## config.mk

```make
export PLATFORM = sky130hd
export DESIGN_NAME = uart_rx_buffered_flat
export DESIGN_NICKNAME = d
export VERILOG_FILES = /design/src/rtl/uart_rx_buffered_pkg.sv /design/src/rtl/uart_rx_buffered_if.sv /design/src/rtl/uart_rx_buffered_fifo.sv /design/src/rtl/uart_rx_buffered.sv /design/src/flat_wrapper.sv
export SDC_FILE = /design/constraint.sdc
export NUM_CORES = 1
export LEC_CHECK = 0
export CORE_AREA = 2 2 99 92
export CTS_BUF_LIST = sky130_fd_sc_hd__clkbuf_16
export DETAILED_ROUTE_END_ITERATION = 10
export DIE_AREA = 0 0 101 94
export DONT_BUFFER_PORTS = 1
export PLACE_DENSITY = 0.78
export SYNTH_ARGS = -nofsm -noshare
export SYNTH_HDL_FRONTEND = slang
export SYNTH_SLANG_ARGS = --single-unit
```

## constraint.sdc

```tcl
create_clock -name clk -period 5.3 [get_ports clk]
set_input_delay 0.53 -clock clk [delete_from_list [all_inputs] [get_ports clk]]
set_output_delay 0.53 -clock clk [all_outputs]
set_load 0.02 [all_outputs]
```

## src/rtl/uart_rx_buffered_pkg.sv

```systemverilog
// Shared types and helpers for the buffered UART receiver.
package uart_rx_buffered_pkg;

    // Parity modes; the numeric value is what the PARITY parameter carries.
    typedef enum logic [1:0] {
        PAR_NONE = 2'd0,
        PAR_ODD  = 2'd1,
        PAR_EVEN = 2'd2
    } parity_e;

    // Deframing FSM states. ST_BREAK holds the receiver off the line after a
    // break character until rx returns high, so one break gives one entry.
    typedef enum logic [2:0] {
        ST_IDLE  = 3'd0,
        ST_START = 3'd1,
        ST_DATA  = 3'd2,
        ST_PAR   = 3'd3,
        ST_STOP  = 3'd4,
        ST_BREAK = 3'd5
    } rx_state_e;

    // Ceiling log2, usable in constant expressions.
    function automatic int clog2(input int value);
        int result;
        result = 0;
        while ((1 << result) < value) result++;
        return result;
    endfunction

endpackage

```

## src/rtl/uart_rx_buffered_if.sv

```systemverilog
// Consumer-side port of the receive FIFO.
//
// Handshake: the head entry (m_data/m_perr/m_ferr) is presented while m_valid
// is high and is held unchanged until a cycle with m_valid & m_ready, on whose
// rising clock edge the entry is consumed. m_ready while m_valid is low is
// ignored. m_valid never depends combinationally on m_ready.
interface uart_rx_buffered_if #(
    parameter int DATA_BITS = 8
);
    logic [DATA_BITS-1:0] m_data;
    logic                 m_perr;
    logic                 m_ferr;
    logic                 m_valid;
    logic                 m_ready;

    modport master (output m_data, m_perr, m_ferr, m_valid, input m_ready);
    modport slave  (input m_data, m_perr, m_ferr, m_valid, output m_ready);
endinterface

```

## src/rtl/uart_rx_buffered_fifo.sv

```systemverilog
// Synchronous FIFO for received characters. Counters carry one extra wrap bit
// so that full and empty are distinguished by level = wr_cnt - rd_cnt.
module uart_rx_buffered_fifo
    import uart_rx_buffered_pkg::*;
#(
    parameter int WIDTH = 10,
    parameter int DEPTH = 8
) (
    input  logic                     clk,
    input  logic                     reset_n,
    input  logic                     push_i,
    input  logic [WIDTH-1:0]         push_data_i,
    input  logic                     pop_i,
    output logic [WIDTH-1:0]         rd_data_o,
    output logic                     full_o,
    output logic                     empty_o,
    output logic [clog2(DEPTH):0]    level_o
);
    localparam int AW = clog2(DEPTH);
    localparam logic [AW:0] FULL_LEVEL = DEPTH[AW:0];

    logic [AW:0]      wr_cnt_q;
    logic [AW:0]      rd_cnt_q;
    logic [WIDTH-1:0] mem_q [DEPTH];
    logic             do_pop;
    logic             do_push;

    assign level_o = wr_cnt_q - rd_cnt_q;
    assign empty_o = (level_o == '0);
    assign full_o  = (level_o == FULL_LEVEL);

    // A pop frees a slot in the same cycle, so a push while full still lands
    // when the consumer is popping.
    assign do_pop  = pop_i & ~empty_o;
    assign do_push = push_i & (~full_o | do_pop);

    // Head is forced to zero when empty so outputs read 0 out of reset.
    assign rd_data_o = empty_o ? '0 : mem_q[rd_cnt_q[AW-1:0]];

    // Read/write counters.
    always_ff @(posedge clk or negedge reset_n) begin
        if (!reset_n) begin
            wr_cnt_q <= '0;
            rd_cnt_q <= '0;
        end else begin
            if (do_push) wr_cnt_q <= wr_cnt_q + 1'b1;
            if (do_pop)  rd_cnt_q <= rd_cnt_q + 1'b1;
        end
    end

    // Storage array write port.
    always_ff @(posedge clk) begin
        if (do_push) mem_q[wr_cnt_q[AW-1:0]] <= push_data_i;
    end

endmodule

```

## src/rtl/uart_rx_buffered.sv

```systemverilog
// UART receiver: rx synchroniser, baud/bit counters, deframing FSM, receive
// FIFO and sticky overrun flag. Each character is queued as {ferr,perr,data}.
module uart_rx_buffered
    import uart_rx_buffered_pkg::*;
#(
    parameter int CLKS_PER_BIT = 16,
    parameter int DATA_BITS    = 8,
    parameter int PARITY       = 0,
    parameter int STOP_BITS    = 1,
    parameter int FIFO_DEPTH   = 8
) (
    input  logic                       clk,
    input  logic                       reset_n,
    input  logic                       rx,
    uart_rx_buffered_if.master         m,
    output logic [clog2(FIFO_DEPTH):0] level,
    output logic                       overrun,
    input  logic                       overrun_clr,
    output logic                       busy,
    output rx_state_e                  dbg_state
);
    localparam int CNT_W   = clog2(CLKS_PER_BIT);
    localparam int BIT_W   = clog2(DATA_BITS + 1);
    localparam int HALF_M1 = CLKS_PER_BIT / 2 - 1;
    localparam int CPB_M1  = CLKS_PER_BIT - 1;
    localparam int DB_M1   = DATA_BITS - 1;
    localparam int SB_M1   = STOP_BITS - 1;

    localparam logic [CNT_W-1:0] CNT_HALF = HALF_M1[CNT_W-1:0];
    localparam logic [CNT_W-1:0] CNT_FULL = CPB_M1[CNT_W-1:0];
    localparam logic [BIT_W-1:0] LAST_DB  = DB_M1[BIT_W-1:0];
    localparam logic [BIT_W-1:0] LAST_SB  = SB_M1[BIT_W-1:0];
    localparam logic HAS_PARITY = (PARITY != int'(PAR_NONE));
    localparam logic ODD_PARITY = (PARITY == int'(PAR_ODD));

    logic                 rx_meta_q, rx_sync_q, rx_prev_q;
    logic                 rx_fall;
    rx_state_e            state_q, state_d;
    logic [CNT_W-1:0]     cnt_q, cnt_d;
    logic [BIT_W-1:0]     bit_q, bit_d;
    logic [DATA_BITS-1:0] shreg_q, shreg_d;
    logic                 perr_q, perr_d;
    logic                 ferr_q, ferr_d;
    logic                 baud_tick;
    logic                 push;
    logic [DATA_BITS+1:0] push_word;
    logic [DATA_BITS+1:0] head_word;
    logic                 fifo_full, fifo_empty;
    logic                 pop_eff;
    logic                 overrun_q;

    // Two-flop synchroniser plus a history flop for edge detection; all idle high.
    always_ff @(posedge clk or negedge reset_n) begin
        if (!reset_n) begin
            rx_meta_q <= 1'b1;
            rx_sync_q <= 1'b1;
            rx_prev_q <= 1'b1;
        end else begin
            rx_meta_q <= rx;
            rx_sync_q <= rx_meta_q;
            rx_prev_q <= rx_sync_q;
        end
    end

    assign rx_fall   = rx_prev_q & ~rx_sync_q;
    assign baud_tick = (cnt_q == CNT_FULL);

    // Deframer state, baud counter, bit counter, shift register and error bits.
    always_ff @(posedge clk or negedge reset_n) begin
        if (!reset_n) begin
            state_q <= ST_IDLE;
            cnt_q   <= '0;
            bit_q   <= '0;
            shreg_q <= '0;
            perr_q  <= 1'b0;
            ferr_q  <= 1'b0;
        end else begin
            state_q <= state_d;
            cnt_q   <= cnt_d;
            bit_q   <= bit_d;
            shreg_q <= shreg_d;
            perr_q  <= perr_d;
            ferr_q  <= ferr_d;
        end
    end

    // Next-state logic: start bit is checked at half a bit, everything else at bit centre.
    always_comb begin
        state_d = state_q;
        cnt_d   = cnt_q + 1'b1;
        bit_d   = bit_q;
        shreg_d = shreg_q;
        perr_d  = perr_q;
        ferr_d  = ferr_q;
        push    = 1'b0;
        case (state_q)
            ST_IDLE: begin
                cnt_d = '0;
                if (rx_fall) begin
                    state_d = ST_START;
                    bit_d   = '0;
                    perr_d  = 1'b0;
                    ferr_d  = 1'b0;
                end
            end
            ST_START: begin
                if (cnt_q == CNT_HALF) begin
                    cnt_d   = '0;
                    state_d = rx_sync_q ? ST_IDLE : ST_DATA;
                end
            end
            ST_DATA: begin
                if (baud_tick) begin
                    cnt_d   = '0;
                    shreg_d = {rx_sync_q, shreg_q[DATA_BITS-1:1]};
                    if (bit_q == LAST_DB) begin
                        bit_d   = '0;
                        state_d = HAS_PARITY ? ST_PAR : ST_STOP;
                    end else begin
                        bit_d = bit_q + 1'b1;
                    end
                end
            end
            ST_PAR: begin
                if (baud_tick) begin
                    cnt_d   = '0;
                    perr_d  = ((^shreg_q) ^ rx_sync_q) != ODD_PARITY;
                    state_d = ST_STOP;
                end
            end
            ST_STOP: begin
                if (baud_tick) begin
                    cnt_d  = '0;
                    ferr_d = ferr_q | ~rx_sync_q;
                    if (bit_q == LAST_SB) begin
                        push    = 1'b1;
                        state_d = (ferr_d && (shreg_q == '0)) ? ST_BREAK : ST_IDLE;
                    end else begin
                        bit_d = bit_q + 1'b1;
                    end
                end
            end
            ST_BREAK: begin
                cnt_d = '0;
                if (rx_sync_q) state_d = ST_IDLE;
            end
            default: state_d = ST_IDLE;
        endcase
        push_word = {ferr_d, perr_q, shreg_q};
    end

    assign pop_eff = m.m_ready & ~fifo_empty;

    uart_rx_buffered_fifo #(
        .WIDTH (DATA_BITS + 2),
        .DEPTH (FIFO_DEPTH)
    ) u_fifo (
        .clk         (clk),
        .reset_n     (reset_n),
        .push_i      (push),
        .push_data_i (push_word),
        .pop_i       (m.m_ready),
        .rd_data_o   (head_word),
        .full_o      (fifo_full),
        .empty_o     (fifo_empty),
        .level_o     (level)
    );

    // Sticky overrun: set on a dropped character, which beats a same-cycle clear.
    always_ff @(posedge clk or negedge reset_n) begin
        if (!reset_n) begin
            overrun_q <= 1'b0;
        end else if (push && fifo_full && !pop_eff) begin
            overrun_q <= 1'b1;
        end else if (overrun_clr) begin
            overrun_q <= 1'b0;
        end
    end

    assign m.m_data  = head_word[DATA_BITS-1:0];
    assign m.m_perr  = head_word[DATA_BITS];
    assign m.m_ferr  = head_word[DATA_BITS+1];
    assign m.m_valid = ~fifo_empty;
    assign overrun   = overrun_q;
    assign busy      = (state_q != ST_IDLE);
    assign dbg_state = state_q;

endmodule

```

## src/flat_wrapper.sv

```systemverilog
// flat-port wrapper written by rule: the top's interface ports become plain ports
module uart_rx_buffered_flat import uart_rx_buffered_pkg::*;
#(
    parameter int CLKS_PER_BIT = 16,
    parameter int DATA_BITS    = 8,
    parameter int PARITY       = 0,
    parameter int STOP_BITS    = 1,
    parameter int FIFO_DEPTH   = 8
)
  (clk, reset_n, rx, level, overrun, overrun_clr, busy, dbg_state, m_m_data, m_m_perr, m_m_ferr, m_m_valid, m_m_ready);
  uart_rx_buffered_if #(.DATA_BITS(DATA_BITS)) m_i ();
  input  logic clk;
  input  logic reset_n;
  input  logic rx;
  output logic [clog2(FIFO_DEPTH):0] level;
  output logic overrun;
  input  logic overrun_clr;
  output logic busy;
  output rx_state_e dbg_state;
  output wire logic [$bits(m_i.m_data)-1:0] m_m_data;
  output wire logic [$bits(m_i.m_perr)-1:0] m_m_perr;
  output wire logic [$bits(m_i.m_ferr)-1:0] m_m_ferr;
  output wire logic [$bits(m_i.m_valid)-1:0] m_m_valid;
  input wire logic [$bits(m_i.m_ready)-1:0] m_m_ready;
  assign m_m_data = m_i.m_data;
  assign m_m_perr = m_i.m_perr;
  assign m_m_ferr = m_i.m_ferr;
  assign m_m_valid = m_i.m_valid;
  assign m_i.m_ready = m_m_ready;
  uart_rx_buffered #(.CLKS_PER_BIT(CLKS_PER_BIT), .DATA_BITS(DATA_BITS), .PARITY(PARITY), .STOP_BITS(STOP_BITS), .FIFO_DEPTH(FIFO_DEPTH)) u_core (.clk(clk), .reset_n(reset_n), .rx(rx), .m(m_i), .level(level), .overrun(overrun), .overrun_clr(overrun_clr), .busy(busy), .dbg_state(dbg_state));
endmodule
```

==> flow_summary.html <==
<table>
<tr><th>Metric</th><th>Value</th></tr>
<tr><th colspan="2">CTS</th></tr>
<tr><td>Post_cts resized</td><td>0</td></tr>
<tr><td>Root Buffer Master</td><td>sky130_fd_sc_hd__clkbuf_16</td></tr>
<tr><td>Worst-Skew Late Latency</td><td>~0.40 ns</td></tr>
<tr><td>CTS sink count</td><td>approximately 110</td></tr>
<tr><td>Post-CTS clock slew at the launch and capture registers of the worst setup and hold paths</td><td>0.05 ns</td></tr>
<tr><td>Setup bufs post-CTS</td><td>0</td></tr>
<tr><td>TritonCTS clock tree</td><td>yes</td></tr>
<tr><td>Htree depth</td><td>4</td></tr>
<tr><td>TritonCTS Buffers</td><td>17</td></tr>
<tr><td>Count of hold buffers inserted by post-cts repair</td><td>2</td></tr>
<tr><td>Max Root-Sink Buffers</td><td>2</td></tr>
<tr><th colspan="2">Logic synthesis</th></tr>
<tr><td>Xor/xnor cell area share of the yosys netlist</td><td>under 10%</td></tr>
<tr><td>Post-synth top flop</td><td>sky130_fd_sc_hd__edfxtp_1</td></tr>
<tr><td>Sequential-to-total area share from yosys stat</td><td>about two thirds</td></tr>
<tr><td>Multiplexer fraction of the synthesized cell area</td><td>approximately 10%</td></tr>
<tr><td>Adder-Cell Fraction of Synth Area</td><td>under 10%</td></tr>
<tr><td>Synth cell types</td><td>52</td></tr>
<tr><td>Average size of a mapped cell</td><td>14.2 um^2</td></tr>
<tr><td>Compound-gate portion of the synthesized area</td><td>under 10%</td></tr>
<tr><td>Fraction of the mapped netlist area in simple logic gates</td><td>between 9 and 10%</td></tr>
<tr><td>Dominant combinational cell family by area after synthesis</td><td>simple AND/OR/NAND/NOR gates</td></tr>
<tr><td>Flop and latch count out of synthesis</td><td>roughly 110</td></tr>
<tr><td>Number of enable-type register cells in the synthesized netlist</td><td>80</td></tr>
<tr><td>FFs w/ async S/R, synth</td><td>29.2%</td></tr>
<tr><td>Yosys synthesis warning count</td><td>0</td></tr>
<tr><td>Instance count of the mapped netlist</td><td>between 300 and 400</td></tr>
<tr><td>Cell area after technology mapping</td><td>a little under 5000 um^2</td></tr>
<tr><td>Net Count, Synth</td><td>about 370</td></tr>
<tr><th colspan="2">Placed design</th></tr>
<tr><td>Final estimated routing congestion in global placement</td><td>0.854</td></tr>
<tr><td>Setup WS pre-CTS</td><td>1.44 ns</td></tr>
<tr><td>Placed Cells</td><td>about 440</td></tr>
<tr><td>Dpl hpwl</td><td>between 5000 and 6000 um</td></tr>
<tr><td>PortBufs</td><td>0</td></tr>
<tr><td>Cell area after placement</td><td>5040 um^2</td></tr>
<tr><th colspan="2">Global routing</th></tr>
<tr><td>Overall overflow remaining after global route</td><td>0</td></tr>
<tr><td>Number of antenna violations at the first check in global routing</td><td>0</td></tr>
<tr><td>Via count of the first global-routing pass</td><td>roughly 2.8k</td></tr>
<tr><td>Global-route wire length before repair</td><td>between 15000 and 20000 um</td></tr>
<tr><td>Maximum number of pins on one net before global-route repair</td><td>34</td></tr>
<tr><td>Total routing resource utilization after global routing</td><td>between 20 and 25%</td></tr>
<tr><th colspan="2">Setup path</th></tr>
<tr><td>Number of cells on the worst reg-to-reg path</td><td>9</td></tr>
<tr><td>Worst reg2reg setup slack</td><td>between 1 and 1.5 ns</td></tr>
<tr><td>Data arrival, critical path</td><td>between 3 and 4 ns</td></tr>
<tr><td>CP Launch Type</td><td>register</td></tr>
<tr><td>Destination of the worst register-to-register timing path</td><td>u_core.u_fifo.mem_q[7][1]</td></tr>
<tr><td>Critical path required time</td><td>~4.8 ns</td></tr>
<tr><td>Crit path capture type</td><td>output pin</td></tr>
<tr><td>Worst Path Class, Setup</td><td>register to output pin</td></tr>
<tr><td>Critical Path Fanout Max</td><td>24</td></tr>
<tr><td>Crit Reg-Reg Startpoint</td><td>u_core.u_fifo.rd_cnt_q[0]</td></tr>
<tr><th colspan="2">Die</th></tr>
<tr><td>Placeable core area</td><td>8410 um^2</td></tr>
<tr><td>IO Pins</td><td>25</td></tr>
<tr><td>DIE WIDTH</td><td>around 100 um</td></tr>
<tr><td>Vertical die dimension</td><td>between 90 and 100 um</td></tr>
<tr><td>Die outline area</td><td>9490 um^2</td></tr>
<tr><td>Starting Density</td><td>between 50 and 60%</td></tr>
<tr><td>Placement row count</td><td>32</td></tr>
<tr><th colspan="2">Detailed routing</th></tr>
<tr><td>DRC viols</td><td>0</td></tr>
<tr><td>Via density per instance</td><td>6.07</td></tr>
<tr><td>Via count</td><td>around 2.9k</td></tr>
<tr><td>Total detailed-routing wirelength</td><td>between 9000 and 10000 um</td></tr>
<tr><td>Initial DRC count</td><td>147</td></tr>
<tr><td>Count of TritonRoute iterations in the first routing pass</td><td>5</td></tr>
<tr><td>Wire per inst</td><td>roughly 20 um</td></tr>
<tr><td>Routed Antenna Nets</td><td>0</td></tr>
<tr><th colspan="2">Worst hold path</th></tr>
<tr><td>Min-Delay Path Class</td><td>input port to register</td></tr>
<tr><td>Number of instances on the worst hold path</td><td>0</td></tr>
<tr><td>Hold path startpoint</td><td>rx</td></tr>
<tr><td>Worst Hold Endpoint</td><td>u_core.rx_meta_q</td></tr>
<tr><th colspan="2">Pwr</th></tr>
<tr><td>Power per cell area</td><td>~500 nW/um^2</td></tr>
<tr><td>Leakage</td><td>between 2 and 2.5 nW</td></tr>
<tr><td>Peak ir drop on the vdd network</td><td>~0.35 mV</td></tr>
<tr><td>Final total power</td><td>roughly 2.8 mW</td></tr>
<tr><th colspan="2">Layout</th></tr>
<tr><td>Commonest cells after routing, fill and taps aside</td><td>sky130_fd_sc_hd__edfxtp_1, sky130_fd_sc_hd__nand2_1, sky130_fd_sc_hd__dfrtp_1</td></tr>
<tr><td>Final antenna diode count</td><td>0</td></tr>
<tr><td>Synthesis-to-finish area growth</td><td>12.3%</td></tr>
<tr><td>Most common cell after layout, fill and taps aside</td><td>sky130_fd_sc_hd__edfxtp_1</td></tr>
<tr><td>Cell area after layout</td><td>5580 um^2</td></tr>
<tr><td>Number of nets in the layout</td><td>375</td></tr>
<tr><td>Filler cells</td><td>between 500 and 600</td></tr>
<tr><td>Share of layout cells above drive strength 1</td><td>approximately 17%</td></tr>
<tr><td>Final standard cell count with taps included and fillers excluded</td><td>about 470</td></tr>
<tr><th colspan="2">Timing</th></tr>
<tr><td>Final setup vio count</td><td>0</td></tr>
<tr><td>Part of the cycle the worst path needs</td><td>between 70 and 80%</td></tr>
<tr><td>Final setup TNS</td><td>0 ns</td></tr>
<tr><td>Crit path setup slack, layout</td><td>around 1.2 ns</td></tr>
<tr><td>Setup repair after global routing missed its margin</td><td>no</td></tr>
<tr><td>Post-route minimum period</td><td>just over 4 ns</td></tr>
<tr><td>Pins over their slew limit</td><td>0</td></tr>
<tr><td>Slew headroom</td><td>30.1%</td></tr>
<tr><td>Maximum clock frequency</td><td>between 200 and 250 MHz</td></tr>
<tr><td>Least-Margin Pin Slew</td><td>1.04 ns</td></tr>
<tr><td>Max Clock Skew</td><td>between 0.008 and 0.009 ns</td></tr>
<tr><td>Count of final hold-check violations</td><td>0</td></tr>
<tr><th colspan="2">Outcome</th></tr>
<tr><td>Outcome</td><td>completed</td></tr>
<tr><th colspan="2">Job</th></tr>
<tr><td>Max-cap violations</td><td>0</td></tr>
</table>
Yosys cell counts, types with 2 or more instances:
library cell	count	area [um^2]
sky130_fd_sc_hd__nor2b_1	3	18.8
sky130_fd_sc_hd__dfstp_2	3	78.8
sky130_fd_sc_hd__ha_1	12	150
sky130_fd_sc_hd__and3_1	5	31.3
sky130_fd_sc_hd__inv_1	19	71.3
sky130_fd_sc_hd__buf_4	2	15.0
sky130_fd_sc_hd__nand3_1	9	45.0
sky130_fd_sc_hd__nand2b_1	3	18.8
sky130_fd_sc_hd__nand3b_1	2	15.0
sky130_fd_sc_hd__xor2_1	3	26.3
sky130_fd_sc_hd__a21oi_1	20	100
sky130_fd_sc_hd__nand2_1	40	150
sky130_fd_sc_hd__mux4_2	20	450
sky130_fd_sc_hd__mux2_2	2	22.5
sky130_fd_sc_hd__buf_2	7	35.0
sky130_fd_sc_hd__nand4_1	3	18.8
sky130_fd_sc_hd__o21ai_1	4	20.0
sky130_fd_sc_hd__dfrtp_1	30	751
sky130_fd_sc_hd__nor3b_1	2	15.0
sky130_fd_sc_hd__edfxtp_1	80	2400
sky130_fd_sc_hd__clkbuf_1	7	26.3
sky130_fd_sc_hd__and3b_1	2	17.5
sky130_fd_sc_hd__nor2_1	19	71.3
sky130_fd_sc_hd__xnor2_1	13	114
sky130_fd_sc_hd__nor3_1	4	20.0
sky130_fd_sc_hd__o21ai_0	8	40.0
sky130_fd_sc_hd__o211ai_1	2	15.0
where the power goes:
group | internal [mW] | total, mW | switching (mW) | leakage (nW)
clock network | 0.620 | 0.978 | 0.358 | 0.267
logic | 0.290 | 0.752 | 0.462 | 0.635
registers | 0.981 | 1.06 | 0.0837 | 1.21
total | 1.89 | 2.79 | 0.904 | 2.11
flip-flops by register name (all words and copies together), names as in the netlist:
name / flops
u_core.rx_meta_q: 1
u_core.overrun: 1
u_core.shreg_q: 8
u_core.u_fifo.mem_q: 80
u_core.ferr_q: 1
u_core.perr_q: 1
u_core.dbg_state: 3
u_core.u_fifo.wr_cnt_q: 4
u_core.u_fifo.rd_cnt_q: 4
u_core.bit_q: 4
u_core.rx_prev_q: 1
u_core.cnt_q: 4
u_core.rx_sync_q: 1
worst max path at each step:
stage                     slack, ns                         to                 startpoint
after floorplan                2.01  u_core.u_fifo.mem_q[1][0]  u_core.u_fifo.rd_cnt_q[1]
after global placement         1.61  u_core.u_fifo.mem_q[7][3]  u_core.u_fifo.rd_cnt_q[0]
after global routing           0.97                m_m_data[6]  u_core.u_fifo.rd_cnt_q[2]
after detailed placement       1.44  u_core.u_fifo.mem_q[7][3]  u_core.u_fifo.rd_cnt_q[0]
final                          1.18                m_m_data[6]  u_core.u_fifo.rd_cnt_q[0]
after CTS                      1.11                m_m_data[6]  u_core.u_fifo.rd_cnt_q[0]
worst max-delay path, cell delays in order, from the launching register on:
cell and delay (ns):
sky130_fd_sc_hd__dfrtp_1 0.33, sky130_fd_sc_hd__buf_4 0.40, sky130_fd_sc_hd__ha_1 0.25, sky130_fd_sc_hd__inv_1 0.07, sky130_fd_sc_hd__fa_1 0.59, sky130_fd_sc_hd__nand2b_1 0.20
sky130_fd_sc_hd__or2_2 0.29, sky130_fd_sc_hd__nor2_1 0.75, sky130_fd_sc_hd__a21oi_1 0.31
metal layers:
layer  GRT usage (%)  routed length (um)
met5               0                   0
met4            8.11                 106
met3            8.41                 665
met2            34.1                4590
met1            29.6                4100
logic make-up after synthesis:
group | Yosys count
simple gates | 100
mux | 23
compound gates | 47
fa+ha+maj | 13
xor+xnor | 16
flops | 113
buf+inv | 37
metrics by stage:
stage	utilization [%]	hold slack (ns)
after floorplan	-	0.234
after global placement	59.9	0.235
after detailed placement	59.9	0.235
after CTS	66.4	0.108
after global routing	66.4	0.102
final	66.4	0.122
cell type report:
cell class	count	area (um^2)	area share [%]
well taps	102	128	2.29
clock inverters	14	87.6	1.57
inverters	20	75.1	1.34
multi-input cells	199	1580	28.2
flip-flops and latches	113	3230	57.9
clock buffers	17	425	7.62
repair buffers	6	60.1	1.08
Power figures use the tool's default switching activity.
